[src/rtl/mips_pkg.sv]
`default_nettype none
// +----------------------------------------------------------------------+
// | mips_pkg : shared types for the MIPS boot/instruction-memory path    |
// | Rev 1.0                                                              |
// +----------------------------------------------------------------------+
package mips_pkg;

  typedef enum logic [2:0] {
    IDLE     = 3'd0,
    HDR_ADDR = 3'd1,
    HDR_CNT  = 3'd2,
    ACCEPT   = 3'd3,
    WRITE    = 3'd4,
    DONE     = 3'd5
  } loader_state_t;

  localparam int BYTES_PER_WORD = 4;

endpackage
`default_nettype wire

[src/rtl/imem_loader.sv]
`default_nettype none
// +----------------------------------------------------------------------+
// | imem_loader : streams header + 32-bit words into byte-wide imem      |
// | Rev 1.0                                                              |
// +----------------------------------------------------------------------+
module imem_loader
  import mips_pkg::*;
#(
  parameter  int DEPTH = 256,
  parameter  int WIDTH = 8,
  localparam int AW    = $clog2(DEPTH)
) (
  input  logic             clk,
  input  logic             rst_n,
  input  logic             start,
  input  logic             in_valid,
  input  logic [31:0]      in_data,
  output logic             in_ready,
  output logic             wr_en,
  output logic [AW-1:0]    wr_addr,
  output logic [WIDTH-1:0] wr_data,
  output logic             busy,
  output logic             done
);

  localparam int                LANE_W    = $clog2(BYTES_PER_WORD);
  localparam logic [LANE_W-1:0] LANE_ONE  = LANE_W'(1);
  localparam logic [LANE_W-1:0] LANE_LAST = LANE_W'(BYTES_PER_WORD - 1);
  localparam logic [AW-1:0]     PTR_ONE   = AW'(1);
  localparam logic [AW-2:0]     CNT_ONE   = (AW-1)'(1);

  loader_state_t     state_q, state_d;
  logic [AW-1:0]     base_q, base_d;
  logic [AW-1:0]     ptr_q, ptr_d;
  logic [AW-2:0]     remaining_q, remaining_d;
  logic [31:0]       word_q, word_d;
  logic [LANE_W-1:0] lane_q, lane_d;
  logic [WIDTH-1:0]  lane_byte;

  // Header address bits above the memory range are deliberately dropped.
  logic unused_in_bits;
  assign unused_in_bits = ^in_data[31:AW];

  always_ff @(posedge clk) begin
    if (!rst_n) begin
      state_q     <= IDLE;
      base_q      <= '0;
      ptr_q       <= '0;
      remaining_q <= '0;
      word_q      <= '0;
      lane_q      <= '0;
    end else begin
      state_q     <= state_d;
      base_q      <= base_d;
      ptr_q       <= ptr_d;
      remaining_q <= remaining_d;
      word_q      <= word_d;
      lane_q      <= lane_d;
    end
  end

  always_comb begin
    state_d     = state_q;
    base_d      = base_q;
    ptr_d       = ptr_q;
    remaining_d = remaining_q;
    word_d      = word_q;
    lane_d      = lane_q;
    case (state_q)
      IDLE: begin
        if (start) state_d = HDR_ADDR;
      end
      HDR_ADDR: begin
        if (in_valid) begin
          base_d  = in_data[AW-1:0];
          state_d = HDR_CNT;
        end
      end
      HDR_CNT: begin
        if (in_valid) begin
          remaining_d = in_data[AW-2:0];
          if (in_data[AW-2:0] == '0) begin
            state_d = DONE;
          end else begin
            ptr_d   = base_q;
            state_d = ACCEPT;
          end
        end
      end
      ACCEPT: begin
        if (in_valid) begin
          word_d  = in_data;
          lane_d  = '0;
          state_d = WRITE;
        end
      end
      WRITE: begin
        // Pointer wraps naturally at DEPTH since it is exactly AW bits wide.
        ptr_d  = ptr_q + PTR_ONE;
        lane_d = lane_q + LANE_ONE;
        if (lane_q == LANE_LAST) begin
          remaining_d = remaining_q - CNT_ONE;
          state_d     = (remaining_q == CNT_ONE) ? DONE : ACCEPT;
        end
      end
      DONE: begin
        state_d = IDLE;
      end
      default: begin
        state_d = IDLE;
      end
    endcase
  end

  // Little-endian lane select: lane 0 carries bits [7:0].
  always_comb begin
    lane_byte = '0;
    case (lane_q)
      2'd0:    lane_byte = word_q[WIDTH-1:0];
      2'd1:    lane_byte = word_q[2*WIDTH-1:WIDTH];
      2'd2:    lane_byte = word_q[3*WIDTH-1:2*WIDTH];
      default: lane_byte = word_q[4*WIDTH-1:3*WIDTH];
    endcase
  end

  always_comb begin
    in_ready = 1'b0;
    wr_en    = 1'b0;
    wr_addr  = '0;
    wr_data  = '0;
    busy     = 1'b0;
    done     = 1'b0;
    case (state_q)
      HDR_ADDR, HDR_CNT, ACCEPT: begin
        in_ready = 1'b1;
        busy     = 1'b1;
      end
      WRITE: begin
        wr_en   = 1'b1;
        busy    = 1'b1;
        wr_addr = ptr_q;
        wr_data = lane_byte;
      end
      DONE: begin
        done = 1'b1;
      end
      default: ;
    endcase
  end

endmodule
`default_nettype wire

[config.mk]
export PLATFORM = sky130hd
export DESIGN_NAME = imem_loader
export DESIGN_NICKNAME = d
export VERILOG_FILES = /design/src/rtl/mips_pkg.sv /design/src/rtl/imem_loader.sv
export SDC_FILE = /design/constraint.sdc
export NUM_CORES = 1
export LEC_CHECK = 0
export ABC_AREA = 0
export CAP_MARGIN = 20
export CORE_MARGIN = 2
export CORE_UTILIZATION = 40
export DETAILED_ROUTE_END_ITERATION = 8
export PLACE_DENSITY = 0.63
export SLEW_MARGIN = 20
export SYNTH_ARGS = -nofsm -noshare
export SYNTH_HDL_FRONTEND = slang
export SYNTH_SLANG_ARGS = --single-unit
[constraint.sdc]
create_clock -name clk -period 2.25 [get_ports clk]
set_clock_uncertainty 0.15 [all_clocks]
set_input_delay 0.45 -clock clk [delete_from_list [all_inputs] [get_ports clk]]
set_output_delay 0.45 -clock clk [all_outputs]
set_load 0.01 [all_outputs]
* Word-level counts from Yosys, hierarchy flattened
Cells that the tools add are included.
** Operators by class
- Add/sub/neg operators :: 3
- $mul :: 0
- Divide/modulo/power cells :: 0
- Magnitude comparators :: 0
- Eq/ne operators :: 15
- Shift operators :: 0
- Multiplexer cells :: 23
- Bitwise logic cells :: 0
- Reductions and logical operators :: 13
** Operators by type and width (number)
- $mux W8 :: 4
- $pmux W8 S3 :: 1
- $mux W3 :: 7
- $pmux W8 S2 :: 1
- $pmux W3 S5 :: 1
- $mux W7 :: 2
- $pmux W7 S2 :: 1
- $ne A2 B2 Y1 const B :: 6
- $add A8 B1 Y8 const B :: 1
- $eq A7 B1 Y1 const B :: 1
- $logic_not A7 Y1 :: 1
- $sub A7 B1 Y7 const B :: 1
- $eq A3 B2 Y1 const B :: 2
- $eq A3 B3 Y1 const B :: 2
- $reduce_and A2 Y1 :: 3
- $reduce_and A3 Y1 :: 2
- $reduce_and A5 Y1 :: 1
- $eq A2 B2 Y1 const B :: 2
- $mux W1 :: 4
- $pmux W2 S2 :: 1
- $reduce_bool A2 Y1 :: 2
- $reduce_or A4 Y1 :: 1
- $eq A3 B1 Y1 const B :: 1
- $logic_not A3 Y1 :: 1
- other kinds (5) :: 5
** Word-level totals
- Register bits after elaboration :: 60
- Bits in latches :: 0
- Bits in writable memories :: 0
- Memory bits (read-only) :: 0
- Bits of input ports :: 36
- Output and inout bits :: 20
- Word-level logic and storage cells :: 60
- Memories kept :: 0

* Depth between registers and ports, before layout
- Depth after elaboration :: 4
- Gate-level depth with buffers :: 8
- Gate-level depth less buffers :: 6

* Worst setup path after synthesis
No wires, ideal clock.
- Path kind :: register to output
- From :: register state_q[1]
- To :: output wr_addr[0]
- Arrival time :: 1.514 ns
- Required time :: 1.650 ns
- Path slack :: 0.136 ns
- Cell stages (with the launch flop) :: 8
- Path buffers :: 4
- Cells stage by stage :: dfxtp_1 > buf_6 > or3b_1 > buf_6 > clkinv_4 > buf_2 > buf_2 > and2_1
** Between the ends
- Word-level cells in the longest chain between the ends :: 2
** RTL lines
- start, declared :: line imem_loader.sv:32 : loader_state_t state_q, state_d;
- start signal, assigned :: line imem_loader.sv:53 : state_q <= state_d;
- $eq A3 B3 Y1 :: line imem_loader.sv:133 : case (state_q)
- $mux W8 :: line imem_loader.sv:133
- end, declared :: line imem_loader.sv:20 : output logic [AW-1:0] wr_addr,
Every way passes these cells.

* Worst setup path in the final report
- From :: register lane_q[0]
- To :: output wr_data[2]
** Between the ends
- Word-level cells in the longest chain between the ends :: 3
- Elaborated cells on any way between the ends :: 5
** RTL lines
- start, declared :: line imem_loader.sv:37 : logic [LANE_W-1:0] lane_q, lane_d;
- start signal, assigned :: line imem_loader.sv:58 : lane_q <= lane_d;
- $eq A2 B2 Y1, or another cell as far along :: line imem_loader.sv:118 : case (lane_q)
- $pmux W8 S3 (*) :: line imem_loader.sv:118
- $mux W8 (*) :: line imem_loader.sv:133
- end, declared :: line imem_loader.sv:21 : output logic [WIDTH-1:0] wr_data,
Every way passes the cells marked *; elsewhere a longest branch is shown, timed or not.

==> flow_summary.ini <==
[placement]
gp_congestion = 0.828
dp_slack_ps = -246
placed_area_um2 = 3790
io_buffers = 55
dp.final_hpwl_um = 5910

[finish]
fin_util_pct = 55.1
drive_gt1_share_pct = 15.9
nets = 493
design_area_um2 = 3990
antenna_cells = 0
area_growth_pct = 33.4

[logic_synthesis]
ys_dominant_reg_cell = dfxtp_1
syn_nets = 426
synthSimpleGateAreaFrac_pct = 25.3
synth_area_per_cell_um2 = 7.83
synth_xor_area_share_pct = 0.293
synth_edf_count = 0
synth.distinct_cells = 49
synth_warnings = 0
synth_area_um2 = 2990
synth-compound-area-share_pct = 21.2
synth_adder_area_share_pct = 3.34
netlist_instances = 382
synth_top_family_by_area = simple AND/OR/NAND/NOR gates
synth.area.mux_share_pct = 4.01
yosysSeqAreaShare_pct = 40.1
async_flop_share_pct = 0
ys_ff_latch = 60

[critical_path]
critPathMaxStageDelay_ps = 360
start_kind = flip-flop
crit_slowest_cell = dfxtp_4
worstPathCellList = buf_6 > ha_4 > a222oi_1 > nor2_1 > a21oi_1 > nor2_1 > buf_2
arrival_ps = 1720
cp_data_required_time_ps = 1650
crit_type = reg -> out
cpMostUsedCell = nor2_1
crit_path_max_fanout = 8
endpoint_kind = output pin

[grt]
grt_max_degree = 46
grt.busiest_layer = met2
use_met2_pct = 31.2
antenna_found_initial = 0
grt_pass1_vias = 2823
grt_usage_pct = 20.7
met3_usage_pct = 5.84
grt_pass1_wl_um = 13700
met1_usage_pct = 29.2
grt_overflow = 0

[sta]
fmax_mhz = 432
setup_ws_ps = -67.2
hold_viol = 0
tightest_slew_ps = 502
slew_violations = 0
relSlewSlack_pct = 66.3
min_period_ps = 2320
period_share_pct = 103
rsz0062_at_grt = true
final-setup-viol-count = 7

[floorplanning]
initial_core_util_pct = 41.3
rows = 31
die_area_um2 = 8190
core_um2 = 7250
ios = 56
die_height_um = 90.5
fp.dieW_um = 90.5

[drt]
via_count = 2958
wire_per_inst_um = 14.9
dr.pass1.iters = 7
routed_wl_um = 8220
drtAntennaViolNets = 0
drc = 0
vias_per_cell = 5.36
drtIter0Drc = 231

[clocking]
postCtsSetupBuffers = 0
cts_tree = done
numCtsBuffers = 9
cts_hold_buf = 0
clock_sinks = 60
worstSkewPairLatency_ps = 340
path_clk_slew_ps = 60
htreeDepth = 3
root_buffer = clkbuf_8
cts_buffer_depth = 2

[job]
drv_cap = 0

[pwr]
total_power_mw = 2.33
irDropWorstVdd_mv = 0.424
leakage_nw = 1.45
powerDensity_nw_per_um2 = 584

[hold_path]
worst_hold_path_type = reg -> reg

[status]
outcome = complete, but fails checks
violations = negative setup slack
[final cells by class]
type,count,area (um2)
tap,99,124
multi-input combinational,285,1680
inverter,6,30.0
fill,701,3260
clock buffer,10,138
sequential,60,1210
clock inverter,5,52.6
timing repair buffer,87,768
[routing by layer]
layer,routed length [um],share of wire [%],up-vias
li1,-,-,1467
met1,4010,49,1405
met2,3610,44,78
met3,492,6.0,8
met4,108,1.3,0
met5,0,0,-
[metrics by stage]
step | TNS, ps | hold slack, ps | cells
after global routing | -1200 | 332 | 552
final | -287 | 312 | 552
after floorplan | 0 | 286 | 382
after detailed placement | -1590 | 303 | 537
after CTS | -310 | 312 | 552
after global placement | -866 | 298 | 537
[synth_stat cells, types with 2 or more instances]
| cell | number | area [um2] |
|---|---|---|
| o21a_1 | 5 | 37.5 |
| buf_6 | 2 | 22.5 |
| or4_1 | 2 | 15.0 |
| o22a_1 | 2 | 17.5 |
| ha_1 | 8 | 100 |
| nor2_1 | 32 | 120 |
| and2_0 | 3 | 18.8 |
| nand3_1 | 4 | 20.0 |
| nor2b_1 | 3 | 18.8 |
| nor3_1 | 4 | 20.0 |
| nand2_1 | 84 | 315 |
| a21oi_1 | 53 | 265 |
| and4_1 | 2 | 17.5 |
| nor4_1 | 2 | 12.5 |
| nor3b_1 | 3 | 22.5 |
| buf_2 | 8 | 40.0 |
| a31oi_1 | 2 | 12.5 |
| a32o_1 | 4 | 40.0 |
| nand3b_1 | 4 | 30.0 |
| o211ai_1 | 2 | 15.0 |
| dfxtp_1 | 60 | 1200 |
| a222oi_1 | 8 | 80.1 |
| a21o_1 | 2 | 15.0 |
| o22ai_1 | 2 | 12.5 |
| o31ai_1 | 3 | 22.5 |
| nand4_1 | 2 | 12.5 |
| mux2i_1 | 12 | 120 |
| inv_1 | 4 | 15.0 |
| and2_1 | 9 | 56.3 |
| and3_1 | 2 | 12.5 |
| clkbuf_1 | 21 | 78.8 |
| o21ai_0 | 11 | 55.1 |
[critical path, delay by kind of cell (launching register included)]
family,cells,cell delay [ps]
adders and majority gates,1,180
and+or+nand+nor,2,140
buffers and inverters,2,250
AOI/OAI and AO/OA,2,450
DFF,1,360
[kinds of logic after synthesis]
logic type	Yosys count
and+or+nand+nor	163
AOI/OAI and AO/OA	101
DFF	60
buffers and inverters	37
muxes	12
adders and majority gates	8
xor gates and xnor gates	1
[registers in the layout, summed over array words and instances, names as in the netlist]
name and flops:
ptr_q 8, remaining_q 7, base_q 8, word_q 32
state_q 3, lane_q 2
[what timing repair did]
| item | CTS | global route |
|---|---|---|
| setup endpoints to repair | 19 | 13 |
| gates resized for setup | 62 | 7 |
| pin swaps | 16 | 5 |
[path summary, 6_finish.rpt]
kind              cells after the start         end  slack (ps)        from
setup reg to reg                      6    ptr_q[1]         320  state_q[2]
hold / removal                        2  word_q[29]         310  word_q[29]
setup / recovery                      7  wr_data[2]         -70   lane_q[0]
hold reg to reg                       2  word_q[29]         310  word_q[29]
[placed cells by master (no fill, tap or decap), types with 3 or more instances in the layout]
cell	instances
a21oi_1	53
nor2_1	31
o21ai_0	11
nand2_1	84
o21a_1	5
buf_2	8
buf_4	27
a222oi_1	8
ha_4	3
ha_1	4
clkbuf_8	10
a32o_1	4
nor3b_1	3
and2_0	3
mux2i_1	12
dlygate4sd2_1	7
and2_1	9
clkdlybuf4s50_1	36
dfxtp_1	58
nor3_1	4
o31ai_1	3
nand3_1	4
clkinv_2	3
nand3b_1	4
buf_6	3
[power breakdown]
group | switching, mW | total, mW | internal [mW]
clock | 0.432 | 0.962 | 0.529
combinational | 0.128 | 0.276 | 0.147
sequential | 0.0149 | 1.10 | 1.08
total | 0.575 | 2.33 | 1.76
(Power assumes the default switching activity.)
==> RTL change, RTL diff (config.mk and constraints unchanged) <==
The parameter `DEPTH` goes from 256 to 128.
--- a/src/rtl/imem_loader.sv
+++ b/src/rtl/imem_loader.sv
@@ -7,5 +7,5 @@
   import mips_pkg::*;
 #(
-  parameter  int DEPTH = 256,
+  parameter  int DEPTH = 128,
   parameter  int WIDTH = 8,
   localparam int AW    = $clog2(DEPTH)
Ports: changed (resized wr_addr); port bits go from 56 to 55. No check against the original RTL was run, so the function may have changed too.
==> RTL change against the unedited design <==
The flow still finishes with violations (negative setup slack); total power up 7.4%; sequential cell count shrank 3; critical path depth unchanged; cell area shrank 1.7%; routed wire length fell by 6.4%; largest cell class unchanged; worst setup slack got worse by 0.045 ns; combinational power is 32% higher; synthesized area decreased by 4.7%; critical endpoint is now wr_data[0].
==> RTL change: results (changes against the unedited design) <==
The tools report the worst reg2reg path startpoint as state_q[1]. The number of vias after detailed routing was 2855 (-3.5%). The post-place setup slack was -0.237 ns (+0.00825 ns). The fraction of layout cells with a size suffix above 1 is 18.1% (+2.2 points).

Leakage power total: 1.46 nW (+0.61%). The checks that failed: negative setup slack. Number of global-route vias before repair: 2679 (-5.1%). Slew at the pin closest to its max-slew limit: 0.646 ns (+0.144 ns). The logs give 0.383 mV (-9.7%) for the maximum resistive drop on vdd and 411 (-3.5%) for the net count after synthesis. The tools report the maximum number of pins on one net before global-route repair as 33 (-28%).

The final setup violation count was 7 (unchanged); the global-route wire length before repair was 12500 um (-8.9%). The global-route total usage across every layer is 20.8% (+0.078 points), and the count of unique library cells instantiated by Yosys is 48 (-2.0%). Number of cells traversed by the worst register-to-register path: 5 (-1). The run finished, with violations left. The run gives 481 (-2.4%) as the number of nets in the finished design.

Worst-case register-to-register setup slack: 0.40 ns (+0.08 ns). After synthesis, the most frequently instantiated cells are nand2_1, dfxtp_1, a21oi_1. On the critical path, the stage with the largest delay is an instance of a222oi_1. The peak per-stage delay on the critical path was 0.44 ns (+0.08 ns). The total of buffers placed on input and output ports is 54 (-1.8%).

The tools report the destination of the worst register-to-register timing path as ptr_q[5]. The post-layout worst setup margin was -0.112 ns (-0.0450 ns); the instance area at placement was 0.00366 mm2 (-3.4%).
RTL change: changes by cell type in the layout (fill, tap and decap cells not counted), moves of 3 or more:
cell | unedited run | this run
nand2_1 | 84 | 80
clkinv_2 | 3 | 0
and2_0 | 3 | 0
dfxtp_1 | 58 | 55
nand3_1 | 4 | 8
inv_1 | 2 | 6
o31ai_1 | 3 | 0
a32o_1 | 4 | 1
a21oi_1 | 53 | 50
o21ai_0 | 11 | 7
o21a_1 | 5 | 0
nor2_1 | 31 | 34
RTL change: cell families after synthesis:
logic type	share of synthesized area (%)
AND/OR/NAND/NOR	24.2
AO/OA/AOI/OAI	21.8
flip-flops	40.0
buffers and inverters	6.32
multiplexers	3.86
adder cells (fa/ha/maj)	3.51
XOR/XNOR	0.307
RTL change: worst min path at each step:
stage	end	slack [ns]	depth (start not counted)
after floorplan	word_q[0]	0.29	2
after global placement	word_q[26]	0.30	2
after detailed placement	word_q[13]	0.30	2
after CTS	word_q[13]	0.31	2
after global routing	word_q[16]	0.34	2
final	word_q[22]	0.31	2
RTL change: where the power goes:
group	switching (mW)	internal, mW
Clock	0.445	0.634
Combinational	0.178	0.185
Sequential	0.0230	1.04
RTL change: per-layer routing:
| metal | GRT usage (%) | vias to the layer above | share of wire, % |
|---|---|---|---|
| met1 | 28.3 | 1319 | 46 |
| li1 | - | 1416 | - |
| met4 | 8.82 | 0 | 2.3 |
| met3 | 3.64 | 17 | 7.2 |
| met2 | 32.7 | 103 | 45 |
| met5 | 0 | - | 0 |
RTL change: area by class of cell:
cell class | instances | area (um2) | area share (%)
Clock buffer | 9 | 124 | 3.15
Clock inverter | 7 | 103 | 2.61
Multi-Input combinational cell | 272 | 1590 | 40.6
Tap cell | 96 | 120 | 3.06
Sequential cell | 57 | 1150 | 29.2
Inverter | 10 | 47.5 | 1.21
Timing Repair Buffer | 87 | 793 | 20.2
RTL change: tightest hold or removal path, stage by stage (launching register included):
cell and delay, ns:
dfxtp_1 0.31, nand2_1 0.05, a21oi_1 0.06
RTL change: what timing repair did:
action	4_1_cts	5_1_grt
resized for setup	58	5
hold buffers	0	0
setup buffers	1	1
setup endpoints to repair	18	9
pin swaps	13	10
RTL change: stage by stage:
step / cells / hold WS [ns] / util [%]
finish: 538 / 0.314 / 57.5
global route: 538 / 0.341 / 57.5
CTS: 537 / 0.309 / 57.2
detailed placement: 520 / 0.300 / 53.6
global placement: 520 / 0.295 / 53.6
floorplan: 367 / 0.286 / -
